**src/rtl/uart_tx_pkg.sv**
```systemverilog
// Shared types and line-level constants for the UART transmit frame controller.
package uart_tx_pkg;

    typedef enum logic [2:0] {
        IDLE,
        START,
        DATA,
        PARITY,
        STOP
    } tx_state_e;

    localparam logic PAR_EVEN  = 1'b0;
    localparam logic PAR_ODD   = 1'b1;

    localparam logic IDLE_BIT  = 1'b1;
    localparam logic START_BIT = 1'b0;
    localparam logic STOP_BIT  = 1'b1;

endpackage

```
**src/rtl/parity_calc.sv**
```systemverilog
// Parity of a data word: XOR reduction, inverted for odd parity.
module parity_calc
    import uart_tx_pkg::*;
#(
    parameter int unsigned DATA_WIDTH = 8
) (
    input  logic [DATA_WIDTH-1:0] i_data,
    input  logic                  i_par_typ,
    output logic                  o_par_c
);

    assign o_par_c = (^i_data) ^ (i_par_typ == PAR_ODD);

endmodule

```
**src/rtl/uart_tx_ctrl.sv**
```systemverilog
// UART transmit frame controller: start, data, optional parity, stop sequencing.
// Define UART_TX_STOP2_EN to add the i_stop2 port for an optional second stop bit.
module uart_tx_ctrl
    import uart_tx_pkg::*;
#(
    parameter int unsigned DATA_WIDTH = 8
) (
    input  logic                  i_clk,
    input  logic                  i_rst,
    input  logic [DATA_WIDTH-1:0] i_data,
    input  logic                  i_data_valid,
    input  logic                  i_par_en,
    input  logic                  i_par_typ,
`ifdef UART_TX_STOP2_EN
    input  logic                  i_stop2,
`endif
    input  logic                  i_ser_data,
    input  logic                  i_ser_done,
    output logic [DATA_WIDTH-1:0] o_p_data,
    output logic                  o_ser_en,
    output logic                  o_tx_out,
    output logic                  o_busy,
    output logic                  o_sync_err
);

    localparam int unsigned     CNT_W    = (DATA_WIDTH > 1) ? $clog2(DATA_WIDTH) : 1;
    localparam logic [CNT_W-1:0] LAST_BIT = CNT_W'(DATA_WIDTH - 1);

    tx_state_e               state_q,    state_d;
    logic [CNT_W-1:0]        cnt_q,      cnt_d;
    logic [DATA_WIDTH-1:0]   p_data_q,   p_data_d;
    logic                    par_en_q,   par_en_d;
    logic                    par_bit_q,  par_bit_d;
    logic                    sync_err_q, sync_err_d;
    logic                    ser_en_q,   ser_en_d;
    logic                    busy_q,     busy_d;
`ifdef UART_TX_STOP2_EN
    logic                    stop2_q,    stop2_d;
    logic                    stop_cnt_q, stop_cnt_d;
`endif
    logic                    par_c;

    parity_calc #(
        .DATA_WIDTH (DATA_WIDTH)
    ) u_parity_calc (
        .i_data    (i_data),
        .i_par_typ (i_par_typ),
        .o_par_c   (par_c)
    );

    always_ff @(posedge i_clk) begin
        if (i_rst) begin
            state_q    <= IDLE;
            cnt_q      <= '0;
            p_data_q   <= '0;
            par_en_q   <= 1'b0;
            par_bit_q  <= 1'b0;
            sync_err_q <= 1'b0;
            ser_en_q   <= 1'b0;
            busy_q     <= 1'b0;
`ifdef UART_TX_STOP2_EN
            stop2_q    <= 1'b0;
            stop_cnt_q <= 1'b0;
`endif
        end else begin
            state_q    <= state_d;
            cnt_q      <= cnt_d;
            p_data_q   <= p_data_d;
            par_en_q   <= par_en_d;
            par_bit_q  <= par_bit_d;
            sync_err_q <= sync_err_d;
            ser_en_q   <= ser_en_d;
            busy_q     <= busy_d;
`ifdef UART_TX_STOP2_EN
            stop2_q    <= stop2_d;
            stop_cnt_q <= stop_cnt_d;
`endif
        end
    end

    always_comb begin
        state_d    = state_q;
        cnt_d      = cnt_q;
        p_data_d   = p_data_q;
        par_en_d   = par_en_q;
        par_bit_d  = par_bit_q;
        sync_err_d = sync_err_q;
`ifdef UART_TX_STOP2_EN
        stop2_d    = stop2_q;
        stop_cnt_d = stop_cnt_q;
`endif
        case (state_q)
            IDLE: begin
                if (i_data_valid) begin
                    p_data_d  = i_data;
                    par_en_d  = i_par_en;
                    par_bit_d = par_c;
`ifdef UART_TX_STOP2_EN
                    stop2_d   = i_stop2;
`endif
                    state_d   = START;
                end
            end
            START: state_d = DATA;
            DATA: begin
                cnt_d = cnt_q + 1'b1;
                // Serializer must flag its last bit exactly when our count does.
                if (cnt_q == LAST_BIT) begin
                    cnt_d   = '0;
                    state_d = par_en_q ? PARITY : STOP;
                    if (!i_ser_done) begin
                        sync_err_d = 1'b1;
                    end
                end else if (i_ser_done) begin
                    sync_err_d = 1'b1;
                end
            end
            PARITY: state_d = STOP;
            STOP: begin
`ifdef UART_TX_STOP2_EN
                if (stop2_q && !stop_cnt_q) begin
                    stop_cnt_d = 1'b1;
                end else begin
                    stop_cnt_d = 1'b0;
                    state_d    = IDLE;
                end
`else
                state_d = IDLE;
`endif
            end
            default: state_d = IDLE;
        endcase
        ser_en_d = (state_d == DATA);
        busy_d   = (state_d != IDLE);
    end

    // Line mux; data bits pass straight through from the serializer.
    always_comb begin
        o_tx_out = IDLE_BIT;
        case (state_q)
            IDLE:    o_tx_out = IDLE_BIT;
            START:   o_tx_out = START_BIT;
            DATA:    o_tx_out = i_ser_data;
            PARITY:  o_tx_out = par_bit_q;
            STOP:    o_tx_out = STOP_BIT;
            default: o_tx_out = IDLE_BIT;
        endcase
    end

    assign o_p_data   = p_data_q;
    assign o_ser_en   = ser_en_q;
    assign o_busy     = busy_q;
    assign o_sync_err = sync_err_q;

endmodule

```
**config.mk**
```make
export PLATFORM = sky130hd
export DESIGN_NAME = uart_tx_ctrl
export DESIGN_NICKNAME = d
export VERILOG_FILES = /design/src/rtl/uart_tx_pkg.sv /design/src/rtl/parity_calc.sv /design/src/rtl/uart_tx_ctrl.sv
export SDC_FILE = /design/constraint.sdc
export NUM_CORES = 1
export LEC_CHECK = 0
export BUFFER_PORTS_ARGS = -buffer_cell sky130_fd_sc_hd__buf_4
export CAP_MARGIN = 40
export CORE_MARGIN = 5
export CORE_UTILIZATION = 40
export CTS_CLUSTER_DIAMETER = 120
export DETAILED_ROUTE_END_ITERATION = 12
export GPL_TIMING_DRIVEN = 0
export PLACE_DENSITY = 0.76
export SLEW_MARGIN = 15
export SYNTH_ARGS = -nofsm -noshare
export SYNTH_HDL_FRONTEND = slang
export SYNTH_SLANG_ARGS = --single-unit
```
**constraint.sdc**
```tcl
create_clock -name i_clk -period 1.9 [get_ports i_clk]
set_input_delay 0.38 -clock i_clk [delete_from_list [all_inputs] [get_ports i_clk]]
set_output_delay 0.38 -clock i_clk [all_outputs]
set_load 0.005 [all_outputs]
```
Yosys cells after proc, flatten, opt, wreduce, memory -nomap -nowiden
Cells that the tools add are included.

cells by class
  $add $sub $neg = 1
  eq/ne operators = 6
  mux-type cells = 9
  bitwise logic cells = 1
  reductions and logical operators = 6

operators with widths
  kind                                                              number
  3-bit 2-to-1 mux                                                  4
  3-bit one-hot mux with 4 select lines                             1
  3-bit by 2-bit == test with 1-bit output (second input constant)  3
  8-bit XOR reduction                                               1
  3-bit by 1-bit adder with 3-bit output (second input constant)    1
  3-bit by 1-bit == test with 1-bit output (second input constant)  1
  3-bit == test (second input constant)                             1
  3-bit logical NOT                                                 1
  1-bit 2-to-1 mux                                                  3
  1-bit one-hot mux with 3 select lines                             1
  3-bit AND reduction                                               1
  3-bit nonzero test                                                1
  2-bit != test (second input constant)                             1
  2-bit AND reduction                                               1
  2-bit nonzero test                                                1
  1-bit XOR                                                         1

word-level totals
  bits in registers = 19
  input port bits = 15
  output and inout port bits = 12
  logic and storage cells = 31

Depth between registers and ports, before layout
Gate-level depths: netlist of run 1.

  depth after elaboration = 4
  depth in mapped cells = 5
  mapped depth without buffers = 5

By module
From an unflattened synthesis of run 1, not the netlist that was laid out.

second synthesis, totals
  cell total of the unflattened synthesis = 96
  area total of the unflattened synthesis = 874.6 µm²

modules (own cells, without submodules)
  module        instances  cells each  area each (µm²)
  uart_tx_ctrl  1          89          792.0
  parity_calc   1          7           82.6

Least setup slack after synthesis of run 1
Ideal clock, no wire load.

  path type = reg-to-reg
  start = register state_q[0]
  end = register par_bit_q
  arrival time = 1.227 ns
  required time = 1.777 ns
  setup slack = 0.550 ns
  cell stages (with the launch flop) = 6
  period minus slack after synthesis = 1.350 ns
  cell sequence = dfxtp_1 -> buf_6 -> or4b_4 -> buf_6 -> nand3b_2 -> o211ai_2

between the ends
  longest elaborated chain between the ends = 2

RTL lines
  what                                  line                text
  from (decl)                           uart_tx_ctrl.sv:29  tx_state_e state_q, state_d;
  from (signal assigned)                uart_tx_ctrl.sv:66  state_q <= state_d;
  3-bit logical NOT                     uart_tx_ctrl.sv:92  case (state_q)
  2-bit AND reduction (no source line)  --
  to (signal assigned)                  uart_tx_ctrl.sv:70  par_bit_q <= par_bit_d;
  to (decl)                             uart_tx_ctrl.sv:33  logic par_bit_q, par_bit_d;

Every way passes these cells.
A chain may end at the register's enable or synchronous reset.

Worst setup path in the final report of run 1
  start = register state_q[1]
  end = output o_tx_out

between the ends
  longest elaborated chain between the ends = 2
  elaborated cells between the ends (all ways) = 4
  classes of those cells = eq/ne (3); mux (1)

RTL lines
  what                                                                                                         line                 text
  3-bit by 2-bit == test with 1-bit output / 3-bit by 1-bit == test with 1-bit output (equally long branches)  uart_tx_ctrl.sv:140  case (state_q)
  1-bit one-hot mux with 3 select lines (*)                                                                    uart_tx_ctrl.sv:140
  to (decl)                                                                                                    uart_tx_ctrl.sv:21   output logic o_tx_out,

Mark *: on every way between the ends. The rest lies on a longest branch, timed or not.

==> results of run 1 <==
## state kept, by name (all words and copies together) (netlist names)
register and flops:
cnt_q 3, o_busy 1, o_p_data 8, o_ser_en 1, o_sync_err 1, par_bit_q 1
par_en_q 1, state_q 3
## area by class of cell
type | instances | area share (%)
multi-input combinational | 68 | 39.27
sequential | 19 | 33.82
timing repair buffer | 26 | 17.35
buffer | 6 | 3.560
tap | 27 | 3.003
clock buffer | 4 | 2.336
inverter | 2 | 0.6674
## power groups by stage
| stage | clock network [mW] | logic, mW | registers (mW) |
|---|---|---|---|
| after detailed placement | 0 | 0.183 | 0.448 |
| after global placement | 0 | 0.177 | 0.446 |
| final | 0.193 | 0.179 | 0.438 |
| after CTS | 0.202 | 0.183 | 0.439 |
| after floorplan | 0 | 0.108 | 0.447 |
| after global routing | 0.222 | 0.202 | 0.441 |
## metal layers
layer,global-route usage (%),vias up
met1,13.83,338
met3,2.982,0
met2,22.28,21
met4,1.017,0
met5,0,-
li1,-,382
## layout by cell type (no fill, tap or decap), types with 2 or more instances in the layout
master    netlist  routed
mux2i_1         4       4
inv_1           2       2
nor4_1          2       2
clkbuf_4        0       3
ha_1            2       2
xnor2_1         3       3
nor2_1          5       5
clkbuf_1        2       3
buf_4           0      26
nand2_1        20      20
dfxtp_1        19      19
buf_6           2       2
nor3_1          3       3
a21oi_1        12      12
xor2_1          3       3
buf_2           2       2
## final timing paths
check	start	endpoint	cells after the start	slack, ns
setup / recovery	state_q[1]	o_tx_out	4	0.21
hold / removal	i_par_en	par_en_q	3	0.34
setup reg to reg	state_q[2]	o_p_data[2]	5	0.48
hold reg to reg	o_p_data[1]	o_p_data[1]	2	0.46
## cells by family after synthesis
family	count (synthesis)
buffers and inverters	8
xor gates and xnor gates	7
and+or+nand+nor	39
DFF	19
AOI/OAI and AO/OA	16
adders and majority gates	2
muxes	4
## per-stage QoR
| step | total power [mW] | setup WS [ns] | cell area [sq um] | hold WS (ns) |
|---|---|---|---|---|
| floorplan | 0.5547 | 0.5499 | 869.6 | 0.4495 |
| global placement | 0.6235 | 0.4877 | 1099 | 0.4439 |
| detailed placement | 0.6306 | 0.4367 | 1099 | 0.4509 |
| CTS | 0.8240 | 0.2048 | 1125 | 0.3337 |
| global route | 0.8651 | 0.1299 | 1125 | 0.3346 |
| finish | 0.8109 | 0.2093 | 1125 | 0.3433 |
## worst max-delay path, cell delays in order, from the launching register on
cell and delay, ns:
dfxtp_1 0.34, buf_2 0.20, a21oi_1 0.08, a311o_1 0.27, buf_4 0.13
==> impl_metrics.py, run 1 <==
metrics = {
    "timing": {
        "max_slew.worst_pin.slew_ns": 0.4100,
        "layout_worst_path_cycle_share_pct": 88.98,
        "clock_skew_ns": 0.005188,
        "rsz0062_at_grt": "no",
        "fin_setup_tns_ns": 0,
        "slew_headroom_pct": 72.67,
        "finalHoldViolations": 0,
        "slew_viol_final": 0,
        "setup_violations": 0,
        "period_needed_ns": 1.691,
        "max_freq_mhz": 591.5,
    },
    "routing": {
        "top_layer_used": "met3",
        "wirelength_met1_um": 738,
        "vias": 741,
        "detail_route.wirelength_um": 1779,
        "drt_iter0_markers": 9,
        "met3_length_um": 119,
        "viasPerCell": 4.875,
        "met2_length_um": 921,
        "drc_errors": 0,
        "ant_nets": 0,
        "first_pass_iters": 4,
        "wl_per_cell_um": 11.70,
    },
    "final_layout": {
        "area_growth_pct": 29.35,
        "register_area_sq_um": 380.4,
        "multiInputGateArea_sq_um": 441.7,
        "stdcell_count": 152,
        "diodes": 0,
        "nets": 143,
        "drive_gt1_share_pct": 31.20,
        "final_core_utilization_pct": 55.63,
        "fillers": 192,
    },
    "synth": {
        "ys_async_sr_fraction_pct": 0,
        "seq_area_frac_synth_pct": 43.74,
        "syn_area_per_cell_sq_um": 9.154,
        "synth_top_cell_by_area": "dfxtp_1",
        "synth_top_family_by_area": "simple AND/OR/NAND/NOR gates",
        "syn-cell-area_sq_um": 869.6,
        "synth_compound_area_share_pct": 10.79,
        "synth_seq_cells": 19,
        "synth_warnings": 0,
        "synth.distinct_cells": 28,
        "synth_edf_count": 0,
        "synthSimpleGateAreaFrac_pct": 23.88,
        "synth_most_common_cell": "nand2_1",
        "synth-adder-area-share_pct": 2.878,
        "yosys-top-cells-area": "dfxtp_1 44%, nand2_1 8.6%, a21oi_1 6.9%",
        "postSynthCellCount": 95,
        "syn_nets": 112,
        "synth_top_area_share_pct": 43.74,
        "synth_mux_area_share_pct": 4.604,
        "synth_ff_type": "dfxtp_1",
        "netlist_top_cells_count": "20 x nand2_1, 19 x dfxtp_1, 12 x a21oi_1",
        "synth_xor_area_share_pct": 8.633,
    },
    "global_routing": {
        "gr-total-overflow": 0,
        "grt_max_degree": 11,
        "antenna_found_initial": 0,
        "grt_use_total_pct": 11.86,
        "grt_pass1_vias": 752,
        "grt_pass1_wl_um": 3146,
    },
    "cts": {
        "cts_resized": 0,
        "clock_sinks": 19,
        "cts_hold_buf": 0,
        "htree_levels": 1,
        "clkLatencyLatePin_ns": 0.28,
        "cts_inserted_buffers": 3,
        "path_clk_slew_ns": 0.10,
        "cts-root-buf": "clkbuf_4",
        "cts_tree": "built",
        "cts_buffer_depth": 2,
        "post_cts_buffers": 0,
    },
    "pwr": {
        "clkPwrFrac_pct": 23.8,
        "pwr-share-comb_pct": 22.1,
        "p_int_uw": 604.2,
        "leakage_nw": 0.5000,
        "vdd_ir_drop_max_v": 0.0003731,
        "p_seq_share_pct": 54.0,
        "p_sw_uw": 206.7,
        "power_density_nw_per_um2": 720.9,
        "power_switching_share_pct": 25.49,
    },
    "place": {
        "dpl.cell_count": 148,
        "dpl.hpwl_um": 1444,
        "gp_congestion": 0.7322,
        "portBuffers": 26,
    },
    "floorplan": {
        "row_count": 16,
        "dieArea_sq_um": 3206,
        "start_util_pct": 43.01,
        "ioPinCount": 27,
        "core_area_sq_um": 2022,
        "die_y_um": 56.63,
        "die_w_um": 56.63,
    },
    "setup_path": {
        "cp.required_ns": 1.52,
        "start_kind": "flop",
        "cp-end-kind": "primary output",
        "path_max_fanout": 10,
        "crit_arrival_ns": 1.31,
        "critPathKind": "flop to primary output",
    },
    "run_status": {
        "outcome": "finished clean",
    },
    "hold_path": {
        "min_path_type": "input port to flop",
    },
    "job": {
        "drv_cap": 0,
    },
}
No activity file was read; power rests on OpenSTA's default activity.
==> inputs of run 2 (changes only) <==
--- a/config.mk
+++ b/config.mk
@@ -12,7 +12,7 @@
 export CTS_CLUSTER_DIAMETER = 120
 export DETAILED_ROUTE_END_ITERATION = 12
 export GPL_TIMING_DRIVEN = 0
-export PLACE_DENSITY = 0.76
+export PLACE_DENSITY = 0.74
 export SLEW_MARGIN = 15
 export SYNTH_ARGS = -nofsm -noshare
 export SYNTH_HDL_FRONTEND = slang
==> constraint.sdc (replaced) <==
create_clock -name i_clk -period 1.4 [get_ports i_clk]
set_input_delay 0.28 -clock i_clk [delete_from_list [all_inputs] [get_ports i_clk]]
set_output_delay 0.28 -clock i_clk [all_outputs]
set_load 0.005 [all_outputs]
==> impl_metrics.py, run 2 (synthesis gave the netlist of run 1 again) <==
metrics = {
    "run_status": {
        "outcome": "finished, violations left",
        "violations": "setup timing",
    },
    "floorplan": {
        "dieArea_sq_um": 3206,
        "ioPinCount": 27,
        "core_area_sq_um": 2022,
        "die_w_um": 56.63,
        "row_count": 16,
        "start_util_pct": 43.01,
        "die_y_um": 56.63,
    },
    "routing": {
        "met2_length_um": 1149,
        "ant_nets": 0,
        "drc_errors": 0,
        "first_pass_iters": 4,
        "vias": 769,
        "viasPerCell": 4.961,
        "met3_length_um": 76,
        "wirelength_met1_um": 828,
        "drt_iter0_markers": 9,
        "top_layer_used": "met4",
        "wl_per_cell_um": 13.64,
        "detail_route.wirelength_um": 2114,
    },
    "pwr": {
        "vdd_ir_drop_max_v": 0.0005453,
        "power.total_mw": 1.187,
        "power_density_nw_per_um2": 965.0,
        "leakage_nw": 0.5286,
    },
    "hold_path": {
        "hold_start": "i_data[3]",
        "min_path_type": "input port to flop",
    },
    "setup_path": {
        "start_kind": "flop",
        "cp_slowest_cell": "dfxtp_2",
        "crit_arrival_ns": 1.21,
        "path_max_fanout": 5,
        "critical_path.max_stage_delay_ns": 0.35,
        "critPathKind": "flop to primary output",
        "critical_path.cell_chain": "buf_6 -> a21oi_2 -> a311o_1 -> buf_4",
        "cp.buffers_inverters": 2,
        "crit_family": "flip-flops",
        "reg2reg_from": "state_q[0]",
        "crit_start": "state_q[1]",
        "cp.required_ns": 1.12,
        "cp-end-kind": "primary output",
    },
    "final_layout": {
        "drive_gt1_share_pct": 45.31,
        "final_common_cell": "buf_4",
        "diodes": 0,
        "stdcell_count": 155,
        "largest_register_ff_count": 8,
        "area_growth_pct": 41.44,
        "fillers": 182,
        "nets": 146,
        "final_area_sq_um": 1230,
        "layout_common_cells": "28 x buf_4, 16 x dfxtp_1, 14 x nand2_1",
    },
    "timing": {
        "max_slew.worst_pin.slew_ns": 0.4805,
        "slew_headroom_pct": 67.97,
        "setup_violations": 10,
        "rsz0062_at_grt": "yes",
        "slew_viol_final": 0,
        "finalHoldViolations": 0,
        "period_needed_ns": 1.488,
        "clock_skew_ns": 0.009982,
        "layout_worst_path_cycle_share_pct": 106.3,
        "layout_setup_ws_ns": -0.08773,
        "max_freq_mhz": 672.2,
    },
    "cts": {
        "path_clk_slew_ns": 0.11,
        "clock_sinks": 19,
        "cts_buffer_depth": 2,
        "clkLatencyLatePin_ns": 0.31,
        "cts_inserted_buffers": 3,
        "htree_levels": 1,
        "cts_tree": "built",
        "cts-root-buf": "clkbuf_4",
    },
    "place": {
        "dpl.hpwl_um": 1482,
        "gp_congestion": 0.7294,
        "pre_cts_ws_ns": -0.02380,
        "portBuffers": 26,
        "dpl.cell_count": 148,
        "place_area_sq_um": 1099,
    },
    "global_routing": {
        "grt_use_total_pct": 12.91,
        "gr-total-overflow": 0,
        "grt_pass1_wl_um": 3222,
        "antenna_found_initial": 0,
        "grt_pass1_vias": 806,
        "grt_max_degree": 11,
    },
    "job": {
        "drv_cap": 0,
    },
}
run 2: cell types whose count changed in the layout (fill, tap and decap cells not counted), moves of 2 or more:
cell | previous run | this run
a21oi_2 | 0 | 5
nand2_2 | 0 | 5
nand2_1 | 20 | 14
dfxtp_1 | 19 | 16
a21oi_1 | 12 | 7
buf_2 | 2 | 0
dfxtp_2 | 0 | 3
buf_4 | 26 | 28
run 2: worst paths after layout:
path              cells past startpoint  slack (ns)           to
hold reg to reg                       2        0.46  o_p_data[6]
setup reg to reg                      5       -0.03  o_p_data[6]
hold / removal                        3        0.22  o_p_data[3]
setup / recovery                      4       -0.09     o_tx_out
run 2: per-layer routing:
layer,GRT usage (%),vias up
met1,11.23,359
met2,24.59,13
met4,9.831,0
li1,-,390
met3,3.211,7
met5,0,-
run 2: where the power goes:
part | internal [mW] | switching [mW] | total, mW | leakage, nW
Sequential | 0.577 | 0.0234 | 0.600 | 0.157
Clock | 0.111 | 0.178 | 0.289 | 0.0150
Combinational | 0.167 | 0.131 | 0.297 | 0.357
Total | 0.855 | 0.332 | 1.19 | 0.529
run 2: final cells by class:
cell class	count	area, sq um	area share (%)
buffer	5	45.04	3.662
clock buffer	4	26.28	2.136
inverter	2	7.507	0.6104
multi-input combinational	69	498.0	40.49
sequential	19	384.1	31.23
tap	27	33.78	2.747
timing repair buffer	29	235.2	19.13
run 2: repair_timing:
| item | 4_1_cts | 5_1_grt |
|---|---|---|
| hold buffers | 0 | 0 |
| resized for setup | 8 | 13 |
| setup buffers | 2 | 0 |
| gates cloned | 0 | 2 |
| pin swaps | 1 | 7 |
| endpoints found under the setup margin | 12 | 15 |
run 2: through the flow:
step	hold WS (ns)	util, %	setup TNS, ns
final	0.2168	60.83	-0.2159
after global routing	0.2157	60.83	-0.6128
after CTS	0.2169	57.12	-0.1786
after detailed placement	0.4496	54.33	-0.05416
after global placement	0.4420	54.33	0
after floorplan	0.4160	-	0
run 2: worst min-delay path, cell delays in order:
cell,delay [ns]
buf_4,0.11
nand2_1,0.05
a21oi_1,0.05
==> inputs of run 3 (changes only) <==
--- a/config.mk
+++ b/config.mk
@@ -12,7 +12,9 @@
 export CTS_CLUSTER_DIAMETER = 120
 export DETAILED_ROUTE_END_ITERATION = 12
 export GPL_TIMING_DRIVEN = 0
+export MAX_ROUTING_LAYER = met4
 export PLACE_DENSITY = 0.74
+export SKIP_LAST_GASP = 1
 export SLEW_MARGIN = 15
 export SYNTH_ARGS = -nofsm -noshare
 export SYNTH_HDL_FRONTEND = slang
==> constraint.sdc (replaced) <==
create_clock -name i_clk -period 1.4 [get_ports i_clk]
set_input_delay 0.14 -clock i_clk [delete_from_list [all_inputs] [get_ports i_clk]]
set_output_delay 0.14 -clock i_clk [all_outputs]
set_load 0.005 [all_outputs]
==> impl_metrics.py, run 3 (synthesis gave the netlist of run 1 again) <==
metrics = {
    "pwr": {
        "p_seq_share_pct": 51.4,
        "p_int_uw": 848.0,
        "leakage_nw": 0.5283,
        "vdd_ir_drop_max_v": 0.0005394,
        "power_switching_share_pct": 27.09,
        "p_sw_uw": 315.1,
        "power_density_nw_per_um2": 958.4,
        "pwr-share-comb_pct": 24.6,
        "clkPwrFrac_pct": 24.0,
    },
    "setup_path": {
        "cp_slowest_cell": "or4b_4",
        "critPathKind": "flop to flop",
        "cp.required_ns": 1.59,
        "path_max_fanout": 7,
        "start_kind": "flop",
        "cp-end-kind": "flop",
        "critical_path.max_stage_delay_ns": 0.59,
        "critical_path.cell_chain": "or4b_4 -> buf_8 -> nand3b_2 -> o211ai_2",
        "crit_arrival_ns": 1.58,
    },
    "global_routing": {
        "grt_use_total_pct": 13.56,
        "antenna_found_initial": 0,
        "grt_pass1_wl_um": 3284,
        "grt_max_degree": 11,
        "gr-total-overflow": 0,
        "grt_pass1_vias": 785,
    },
    "routing": {
        "vias": 788,
        "first_pass_iters": 4,
        "wl_per_cell_um": 13.64,
        "drc_errors": 0,
        "viasPerCell": 5.051,
        "drt_iter0_markers": 13,
        "ant_nets": 0,
        "detail_route.wirelength_um": 2128,
    },
    "final_layout": {
        "final_common_cell": "buf_4",
        "layout_common_cells": "30 x buf_4, 20 x nand2_1, 16 x dfxtp_1",
        "nets": 147,
        "diodes": 0,
        "area_growth_pct": 39.57,
        "final_core_utilization_pct": 60.02,
        "final_area_sq_um": 1214,
        "drive_gt1_share_pct": 38.76,
        "largest_register_ff_count": 8,
    },
    "cts": {
        "cts_inserted_buffers": 3,
        "cts_tree": "built",
        "path_clk_slew_ns": 0.11,
        "clkLatencyLatePin_ns": 0.30,
        "htree_levels": 1,
        "clock_sinks": 19,
        "cts_hold_buf": 0,
        "cts-root-buf": "clkbuf_4",
        "cts_buffer_depth": 2,
    },
    "floorplan": {
        "ioPinCount": 27,
        "row_count": 16,
        "die_w_um": 56.63,
        "die_y_um": 56.63,
        "start_util_pct": 43.01,
        "core_area_sq_um": 2022,
        "dieArea_sq_um": 3206,
    },
    "timing": {
        "layout_worst_path_cycle_share_pct": 99.41,
        "max_slew.worst_pin.slew_ns": 0.4407,
        "layout_setup_ws_ns": 0.008259,
        "clock_skew_ns": 0.003301,
        "setup_violations": 0,
        "finalHoldViolations": 0,
        "slew_headroom_pct": 70.62,
        "slew_viol_final": 0,
        "max_freq_mhz": 718.5,
        "period_needed_ns": 1.392,
        "rsz0062_at_grt": "yes",
    },
    "job": {
        "drv_cap": 0,
    },
    "place": {
        "place_area_sq_um": 1099,
        "dpl.hpwl_um": 1482,
        "gp_congestion": 0.7382,
        "portBuffers": 26,
        "pre_cts_ws_ns": -0.02380,
    },
    "hold_path": {
        "min_path_type": "input port to flop",
    },
    "run_status": {
        "outcome": "finished clean",
    },
}
==> run 3: cell count changes in the layout (fill, tap and decap cells not counted), sizes merged <==
cell and change:
buf +2, clkbuf -1
==> run 3: final timing paths <==
| path | from | endpoint | slack (ns) | cells past startpoint |
|---|---|---|---|---|
| setup / recovery | state_q[0] | par_bit_q | 0.008 | 4 |
| hold / removal | i_par_en | par_en_q | 0.09 | 3 |
| setup reg to reg | state_q[0] | par_bit_q | 0.008 | 4 |
| hold reg to reg | o_p_data[1] | o_p_data[1] | 0.46 | 2 |
==> run 3: stage by stage <==
| stage | TNS, ns | cells | hold WS, ns | power, mW |
|---|---|---|---|---|
| finish | 0 | 156 | 0.08661 | 1.163 |
| global route | -0.2644 | 156 | 0.09082 | 1.226 |
| CTS | -0.006739 | 152 | 0.07691 | 1.156 |
| detailed placement | -0.05416 | 148 | 0.4060 | 0.8549 |
| global placement | 0 | 148 | 0.4000 | 0.8471 |
| floorplan | 0 | 95 | 0.2760 | 0.7527 |
==> run 3: area by class of cell <==
cell class,count,area [sq um]
repair buffers,31,252.7
inverters,2,7.507
clock buffers,4,26.28
multi-input cells,69,470.5
well taps,27,33.78
flip-flops and latches,19,389.1
plain buffers,4,33.78
fillers,191,808.3
==> run 3: power groups by stage <==
stage	clock [mW]	combinational (mW)	sequential [mW]
global placement	0	0.242	0.605
global route	0.311	0.314	0.601
detailed placement	0	0.248	0.607
finish	0.279	0.287	0.597
CTS	0.289	0.269	0.598
floorplan	0	0.146	0.606
==> run 3: timing repair <==
action	4_1_cts	5_1_grt
setup buffers	1	3
pin swaps	2	3
gates cloned	1	1
endpoints found under the setup margin	12	12
resized for setup	8	7
==> run 3: critical path: cells and delay by family, from the launching register on <==
family	cells	cell delay [ns]
buffers and inverters	1	0.16
AO/OA/AOI/OAI	1	0.08
AND/OR/NAND/NOR	2	0.67
flip-flops	1	0.38
==> run 3: per-layer routing <==
metal / up-vias / global-route usage (%) / part of all wire [%]
li1: 394 / - / -
met1: 368 / 12.34 / 39
met2: 19 / 25.25 / 55
met3: 7 / 2.982 / 4.0
met4: 0 / 8.136 / 2.3
met5: - / - / 0
